<file path="src/rtl/lighthouse_pulse_timer.sv">
// Timestamps TS4231 envelope pulses per channel, classifies sync/sweep by width, and merges records into one FIFO.
// Optional glitch rejection of short pulses is enabled by defining GLITCH_FILTER_EN.
module lighthouse_pulse_timer #(
  parameter int NUM_SENSORS      = 8,
  parameter int TS_WIDTH         = 24,
  parameter int PW_WIDTH         = 16,
  parameter int SYNC_MIN_CYCLES  = 960,
  parameter int FIFO_DEPTH       = 16,
  parameter int MIN_PULSE_CYCLES = 16,
  localparam int SW = (NUM_SENSORS > 1) ? $clog2(NUM_SENSORS) : 1,
  localparam int LW = $clog2(FIFO_DEPTH) + 1
) (
  input  logic                   clk,
  input  logic                   rst_n,
  input  logic [NUM_SENSORS-1:0] env_i,
  output logic                   out_valid,
  input  logic                   out_ready,
  output logic [SW-1:0]          out_sensor,
  output logic                   out_sync,
  output logic [TS_WIDTH-1:0]    out_ts,
  output logic [PW_WIDTH-1:0]    out_width,
  output logic [LW-1:0]          fifo_level,
  output logic [NUM_SENSORS-1:0] overflow,
  input  logic [NUM_SENSORS-1:0] ovf_clr
);

  localparam int AW = $clog2(FIFO_DEPTH);

`ifdef GLITCH_FILTER_EN
  localparam bit FILTER_ON = 1'b1;
`else
  localparam bit FILTER_ON = 1'b0;
`endif

  typedef struct packed {
    logic [SW-1:0]       sensor;
    logic                sync;
    logic [TS_WIDTH-1:0] ts;
    logic [PW_WIDTH-1:0] width;
  } rec_t;

  typedef enum logic {S_IDLE, S_HIGH} ch_state_t;

  logic [TS_WIDTH-1:0]    r_cnt;
  logic [NUM_SENSORS-1:0] r_s1, r_s2, r_prev;
  logic [NUM_SENSORS-1:0] w_rise, w_fall;

  ch_state_t              r_state     [NUM_SENSORS];
  ch_state_t              w_state_nxt [NUM_SENSORS];
  logic [TS_WIDTH-1:0]    r_ts        [NUM_SENSORS];
  logic [PW_WIDTH-1:0]    r_width     [NUM_SENSORS];
  rec_t                   r_hold      [NUM_SENSORS];
  rec_t                   w_rec       [NUM_SENSORS];
  logic [NUM_SENSORS-1:0] r_hold_vld, r_ovf;
  logic [NUM_SENSORS-1:0] w_done, w_keep, w_drop, w_gnt_oh;

  logic                   w_gnt_vld;
  logic [SW-1:0]          w_gnt_idx;
  logic [SW:0]            w_idx;
  logic [SW-1:0]          r_rr;

  rec_t                   r_mem [FIFO_DEPTH];
  logic [AW-1:0]          r_wr, r_rd;
  logic [LW-1:0]          r_lvl;
  logic                   w_full, w_push, w_pop;
  rec_t                   w_head;

  always_ff @(posedge clk or negedge rst_n) begin
    if (!rst_n) begin
      r_cnt <= '0;
    end else begin
      r_cnt <= r_cnt + TS_WIDTH'(1);
    end
  end

  // Synchroniser resets high so a sensor already high at reset release is not seen as a rise.
  always_ff @(posedge clk or negedge rst_n) begin
    if (!rst_n) begin
      r_s1   <= '1;
      r_s2   <= '1;
      r_prev <= '1;
    end else begin
      r_s1   <= env_i;
      r_s2   <= r_s1;
      r_prev <= r_s2;
    end
  end

  assign w_rise = r_s2 & ~r_prev;
  assign w_fall = ~r_s2 & r_prev;

  always_comb begin
    w_done = '0;
    w_keep = '0;
    for (int i = 0; i < NUM_SENSORS; i++) begin
      w_state_nxt[i] = r_state[i];
      case (r_state[i])
        S_IDLE: if (w_rise[i]) w_state_nxt[i] = S_HIGH;
        S_HIGH: if (w_fall[i]) begin
          w_state_nxt[i] = S_IDLE;
          w_done[i]      = 1'b1;
        end
      endcase
      w_rec[i].sensor = SW'(i);
      w_rec[i].sync   = (r_width[i] >= PW_WIDTH'(SYNC_MIN_CYCLES));
      w_rec[i].ts     = r_ts[i];
      w_rec[i].width  = r_width[i];
      w_keep[i] = w_done[i] & (~FILTER_ON | (r_width[i] >= PW_WIDTH'(MIN_PULSE_CYCLES)));
    end
  end

  // A holding register being granted this cycle is free to take the new record.
  assign w_drop = w_keep & r_hold_vld & ~w_gnt_oh;

  always_ff @(posedge clk or negedge rst_n) begin
    if (!rst_n) begin
      for (int i = 0; i < NUM_SENSORS; i++) begin
        r_state[i] <= S_IDLE;
        r_ts[i]    <= '0;
        r_width[i] <= '0;
        r_hold[i]  <= '0;
      end
    end else begin
      for (int i = 0; i < NUM_SENSORS; i++) begin
        r_state[i] <= w_state_nxt[i];
        if (r_state[i] == S_IDLE && w_rise[i]) begin
          r_ts[i]    <= r_cnt;
          r_width[i] <= PW_WIDTH'(1);
        end else if (r_state[i] == S_HIGH && !w_fall[i] && r_width[i] != '1) begin
          r_width[i] <= r_width[i] + PW_WIDTH'(1);
        end
        if (w_keep[i] && !w_drop[i]) r_hold[i] <= w_rec[i];
      end
    end
  end

  always_ff @(posedge clk or negedge rst_n) begin
    if (!rst_n) begin
      r_hold_vld <= '0;
      r_ovf      <= '0;
    end else begin
      r_hold_vld <= (r_hold_vld & ~w_gnt_oh) | (w_keep & ~w_drop);
      r_ovf      <= (r_ovf & ~ovf_clr) | w_drop;
    end
  end

  always_comb begin
    w_gnt_vld = 1'b0;
    w_gnt_idx = '0;
    w_gnt_oh  = '0;
    w_idx     = '0;
    if (!w_full) begin
      for (int k = 0; k < NUM_SENSORS; k++) begin
        w_idx = {1'b0, r_rr} + (SW+1)'(k);
        if (w_idx >= (SW+1)'(NUM_SENSORS)) w_idx = w_idx - (SW+1)'(NUM_SENSORS);
        if (!w_gnt_vld && r_hold_vld[w_idx[SW-1:0]]) begin
          w_gnt_vld = 1'b1;
          w_gnt_idx = w_idx[SW-1:0];
        end
      end
      if (w_gnt_vld) w_gnt_oh[w_gnt_idx] = 1'b1;
    end
  end

  always_ff @(posedge clk or negedge rst_n) begin
    if (!rst_n) begin
      r_rr <= '0;
    end else if (w_gnt_vld) begin
      r_rr <= (w_gnt_idx == SW'(NUM_SENSORS - 1)) ? '0 : w_gnt_idx + SW'(1);
    end
  end

  assign w_full = (r_lvl == LW'(FIFO_DEPTH));
  assign w_push = w_gnt_vld;
  assign w_pop  = out_valid & out_ready;

  always_ff @(posedge clk) begin
    if (w_push) r_mem[r_wr] <= r_hold[w_gnt_idx];
  end

  always_ff @(posedge clk or negedge rst_n) begin
    if (!rst_n) begin
      r_wr  <= '0;
      r_rd  <= '0;
      r_lvl <= '0;
    end else begin
      if (w_push) r_wr <= r_wr + AW'(1);
      if (w_pop)  r_rd <= r_rd + AW'(1);
      case ({w_push, w_pop})
        2'b10:   r_lvl <= r_lvl + LW'(1);
        2'b01:   r_lvl <= r_lvl - LW'(1);
        default: r_lvl <= r_lvl;
      endcase
    end
  end

  assign w_head     = r_mem[r_rd];
  assign out_valid  = (r_lvl != '0);
  assign out_sensor = out_valid ? w_head.sensor : '0;
  assign out_sync   = out_valid ? w_head.sync   : 1'b0;
  assign out_ts     = out_valid ? w_head.ts     : '0;
  assign out_width  = out_valid ? w_head.width  : '0;
  assign fifo_level = r_lvl;
  assign overflow   = r_ovf;

endmodule
</file>
<file path="config.mk">
export PLATFORM = sky130hd
export DESIGN_NAME = lighthouse_pulse_timer
export DESIGN_NICKNAME = d
export VERILOG_FILES = /design/src/rtl/lighthouse_pulse_timer.sv
export SDC_FILE = /design/constraint.sdc
export NUM_CORES = 2
export LEC_CHECK = 0
export ABC_AREA = 0
export BUFFER_PORTS_ARGS = -buffer_cell sky130_fd_sc_hd__buf_4
export CORE_ASPECT_RATIO = 0.8
export CORE_MARGIN = 2
export CORE_UTILIZATION = 55
export CTS_CLUSTER_DIAMETER = 40
export DETAILED_ROUTE_END_ITERATION = 12
export PLACE_DENSITY = 0.68
export SLEW_MARGIN = 20
export SYNTH_ARGS = -nofsm -noshare
export SYNTH_HDL_FRONTEND = slang
export SYNTH_SLANG_ARGS = --single-unit
</file>
<file path="constraint.sdc">
create_clock -name clk -period 9.3 [get_ports clk]
set_clock_uncertainty 0.05 [all_clocks]
set_input_delay 0.465 -clock clk [delete_from_list [all_inputs] [get_ports clk]]
set_output_delay 0.465 -clock clk [all_outputs]
set_load 0.02 [all_outputs]
</file>
==> impl_metrics.csv <==
group,metric,value,unit
setup_path,critPathSlowestCell,"dfrtp_1",
clocking,clkSlewWorstSetupHoldPaths,0.06,ns
setup_path,start_kind,"flop",
cells_and_area,drive_gt1_share,29.13,%
drt,firstDrtPassIters,7,
clocking,clock_latency,0.77,ns
clocking,cts_tree,"done",
place,post-place-ws,2.578,ns
setup_path,r2r_setup_slack,2.73,ns
sta,rsz0062_at_grt,"false",
setup_path,arrival,6.98,ns
grt,grt_first_pass_wirelength,211000,um
drt,antenna_left,0,
sta,hold_violations,0,
sta,period_needed,6.569,ns
floorplanning,dieArea,112900,um^2
min_path,holdCritPathClass,"in -> reg",
grt,gr-total-overflow,0,
grt,grt_util_met1,37.53,%
drt,routed_via_density,6.070,
setup_path,cp.buffers_inverters,3,
yosys,ys_types,64,
floorplanning,core,108900,um^2
clocking,h-tree-depth,4,
clocking,cts_setup_buffers,0,
grt,gr-usage-met3,3.364,%
setup_path,end_kind,"flop",
cells_and_area,syn_to_final_growth,12.35,%
place,place_congestion,0.8625,
cells_and_area,nFillCells,7827,
clocking,ctsResizeCount,0,
setup_path,max_stage_delay,0.87,ns
yosys,syn-num-nets,3805,
floorplanning,row_count,108,
floorplanning,die_y,300.9,um
sta,fin_ws,2.731,ns
setup_path,crit_path_max_fanout,40,
cells_and_area,final_util,62.50,%
sta,max_slew_margin,24.65,%
clocking,cts_sinks,1447,
clocking,cts-hold-fix-buffers,17,
sta,fmax,152.2,MHz
cells_and_area,fin_cells,5409,
cells_and_area,final_nets,3906,
yosys,ys.flop_type,"dfrtp_1",
drt,vias,32831,
yosys,syn_avg_cell_area,16.12,um^2
yosys,ys_seq_area_share,65.63,%
drt,drcViolationCount,0,
grt,antenna_found_initial,0,
sta,fin_crit_sh,70.63,%
yosys,synth-seq-cells,1447,
cells_and_area,diodes,0,
grt,grt.busiest_layer,"met2",
setup_path,worst-setup-path-type,"reg -> reg",
setup_path,path_delay_family,"compound AO/OA/AOI/OAI gates",
drt,first_iter_violations,3176,
sta,setup_viol,0,
grt,grt_usage,25.01,%
yosys,async_flop_share,51.35,%
setup_path,cp.required,9.71,ns
sta,drv_slew,0,
yosys,yosys_warnings,0,
grt,grt_max_degree,169,
floorplanning,die_w,375.1,um
clocking,clockBufferDepth,3,
outcome,status,"completed",
yosys,netlist_area,60590,um^2
setup_path,path_cells,"inv_1 > ha_1 > mux2i_1 > mux4_2 > o32a_1 > a31o_1 > a22oi_1 > nand2_2 > inv_2 > buf_4 > a211oi_1 > a211oi_4",
place,place.port_buffers,76,
yosys,synth_edf_count,704,
floorplanning,io_pins,77,
flow_run,maxCapViolCount,0,
floorplanning,initial_core_util,55.63,%
grt,grt_pass1_vias,32943,
clocking,numCtsBuffers,157,
drt,wire_per_inst,25.45,um
yosys,synth_cells,3758,
place,dpl.hpwl,75230,um
grt,grt_use_met2,39.21,%
sta,tns,0,ns
place,placed_cells,5113,
clocking,cts_root_buf,"clkbuf_16",
sta,tightest_slew,1.130,ns
drt,drt-total-wl,137600,um
## synthesized netlist by cell type, types with 4 or more instances
cell / count / area share [%]
o31ai_2: 4 / 0.083
and3_1: 27 / 0.28
nand3b_1: 9 / 0.11
a22oi_1: 4 / 0.050
a211oi_1: 4 / 0.050
mux2i_1: 57 / 0.94
o21ai_0: 44 / 0.36
nand2_1: 277 / 1.7
a32o_1: 41 / 0.68
mux4_2: 230 / 8.5
nor3_1: 22 / 0.18
mux2_2: 290 / 5.4
edfxtp_1: 704 / 35
dfstp_2: 24 / 1.0
nor2b_1: 7 / 0.072
ha_1: 28 / 0.58
nand3_1: 56 / 0.46
nand2b_1: 17 / 0.18
a31oi_1: 10 / 0.10
buf_1: 42 / 0.26
dfrtp_1: 719 / 30
mux2_4: 156 / 3.9
a221o_1: 41 / 0.68
xnor2_1: 50 / 0.72
or3_1: 11 / 0.11
nor2_1: 165 / 1.0
buf_6: 25 / 0.46
buf_4: 8 / 0.099
xor2_1: 98 / 1.4
and4_1: 4 / 0.058
mux2_1: 85 / 1.6
clkbuf_1: 109 / 0.68
nand4_1: 46 / 0.47
buf_2: 37 / 0.31
o22ai_1: 8 / 0.083
o21ai_1: 32 / 0.26
and2_1: 54 / 0.56
inv_1: 57 / 0.35
nor4_1: 20 / 0.21
a21oi_1: 102 / 0.84
## cell families (layout without fill, tap and decap cells)
kind of cell | Yosys count | count (layout) | synth area share (%)
DFF | 1447 | 1447 | 65.63
muxes | 818 | 818 | 20.33
and+or+nand+nor | 721 | 721 | 5.507
AOI/OAI and AO/OA | 316 | 316 | 3.632
buffers and inverters | 280 | 501 | 2.189
xor gates and xnor gates | 148 | 148 | 2.139
adders and majority gates | 28 | 28 | 0.5782
## worst register-to-register path, delay by kind of cell (launching register included)
kind	cells	cell delay, ns
AO/OA/AOI/OAI	5	1.78
buffers and inverters	3	1.38
flip-flops	1	0.87
adder cells (fa/ha/maj)	1	0.80
multiplexers	2	0.80
AND/OR/NAND/NOR	1	0.58
## cells in the final DEF, fill, tap and decap left out, types with 17 or more instances in the layout
cell | netlist | final
a21oi_1 | 102 | 101
a221o_1 | 41 | 41
a32o_1 | 41 | 41
and2_1 | 54 | 50
and3_1 | 27 | 27
buf_4 | 8 | 139
clkbuf_1 | 109 | 31
clkbuf_16 | 0 | 158
clkinv_2 | 0 | 18
dfrtp_1 | 719 | 715
dfstp_2 | 24 | 24
dlygate4sd3_1 | 0 | 17
edfxtp_1 | 704 | 704
ha_1 | 28 | 28
inv_1 | 57 | 56
mux2_1 | 85 | 85
mux2_2 | 290 | 290
mux2_4 | 156 | 156
mux2i_1 | 57 | 57
mux4_2 | 230 | 230
nand2_1 | 277 | 276
nand3_1 | 56 | 56
nand4_1 | 46 | 46
nor2_1 | 165 | 153
nor3_1 | 22 | 18
o21ai_0 | 44 | 41
o21ai_2 | 1 | 19
xnor2_1 | 50 | 50
xor2_1 | 98 | 98
## final timing paths
path,cells past startpoint,start,end
max,12,r_rr[0],r_mem[2][43]
min,3,out_ready,r_rd[0]
max reg2reg,12,r_rr[0],r_mem[2][43]
min reg2reg,0,r_s1[1],r_s2[1]
max in group asynchronous,4,rst_n,r_hold[275]
min in group asynchronous,2,rst_n,r_ts[173]
## state kept, by name (all words and copies together), names as in the netlist
name,flops
r_hold,335
r_state,8
r_s1,8
r_width,128
r_prev,8
r_hold_vld,8
r_cnt,24
r_s2,8
fifo_level,5
r_rr,3
r_mem,704
r_wr,4
r_rd,4
overflow,8
r_ts,192
## per-stage QoR
| step | cell area [um^2] | hold slack, ns |
|---|---|---|
| finish | 68070 | 0.1583 |
| global route | 68070 | 0.1890 |
| CTS | 68000 | 0.1068 |
| detailed placement | 62730 | 0.2968 |
| global placement | 62720 | 0.2972 |
| floorplan | 60590 | 0.1194 |
## final cells by class
cell class / count / area (um^2) / share of cell area, %
Sequential cell: 1447 / 39780 / 58.43
Multi-Input combinational cell: 2031 / 19830 / 29.13
Clock buffer: 202 / 4249 / 6.242
Tap cell: 1430 / 1789 / 2.628
Timing Repair Buffer: 164 / 1369 / 2.011
Clock inverter: 77 / 845.8 / 1.243
Inverter: 58 / 217.7 / 0.3198
## per-layer routing
layer | up-vias | part of all wire (%) | wire length (um)
met4 | 0 | 1.7 | 2399
li1 | 14294 | - | -
met2 | 977 | 47 | 65200
met1 | 17392 | 45 | 62320
met3 | 168 | 5.6 | 7721
met5 | - | 0 | 0
Power is left out: the tool's default activity adds up to more than one toggle a clock period on the data nets, which glitch-free logic cannot reach.
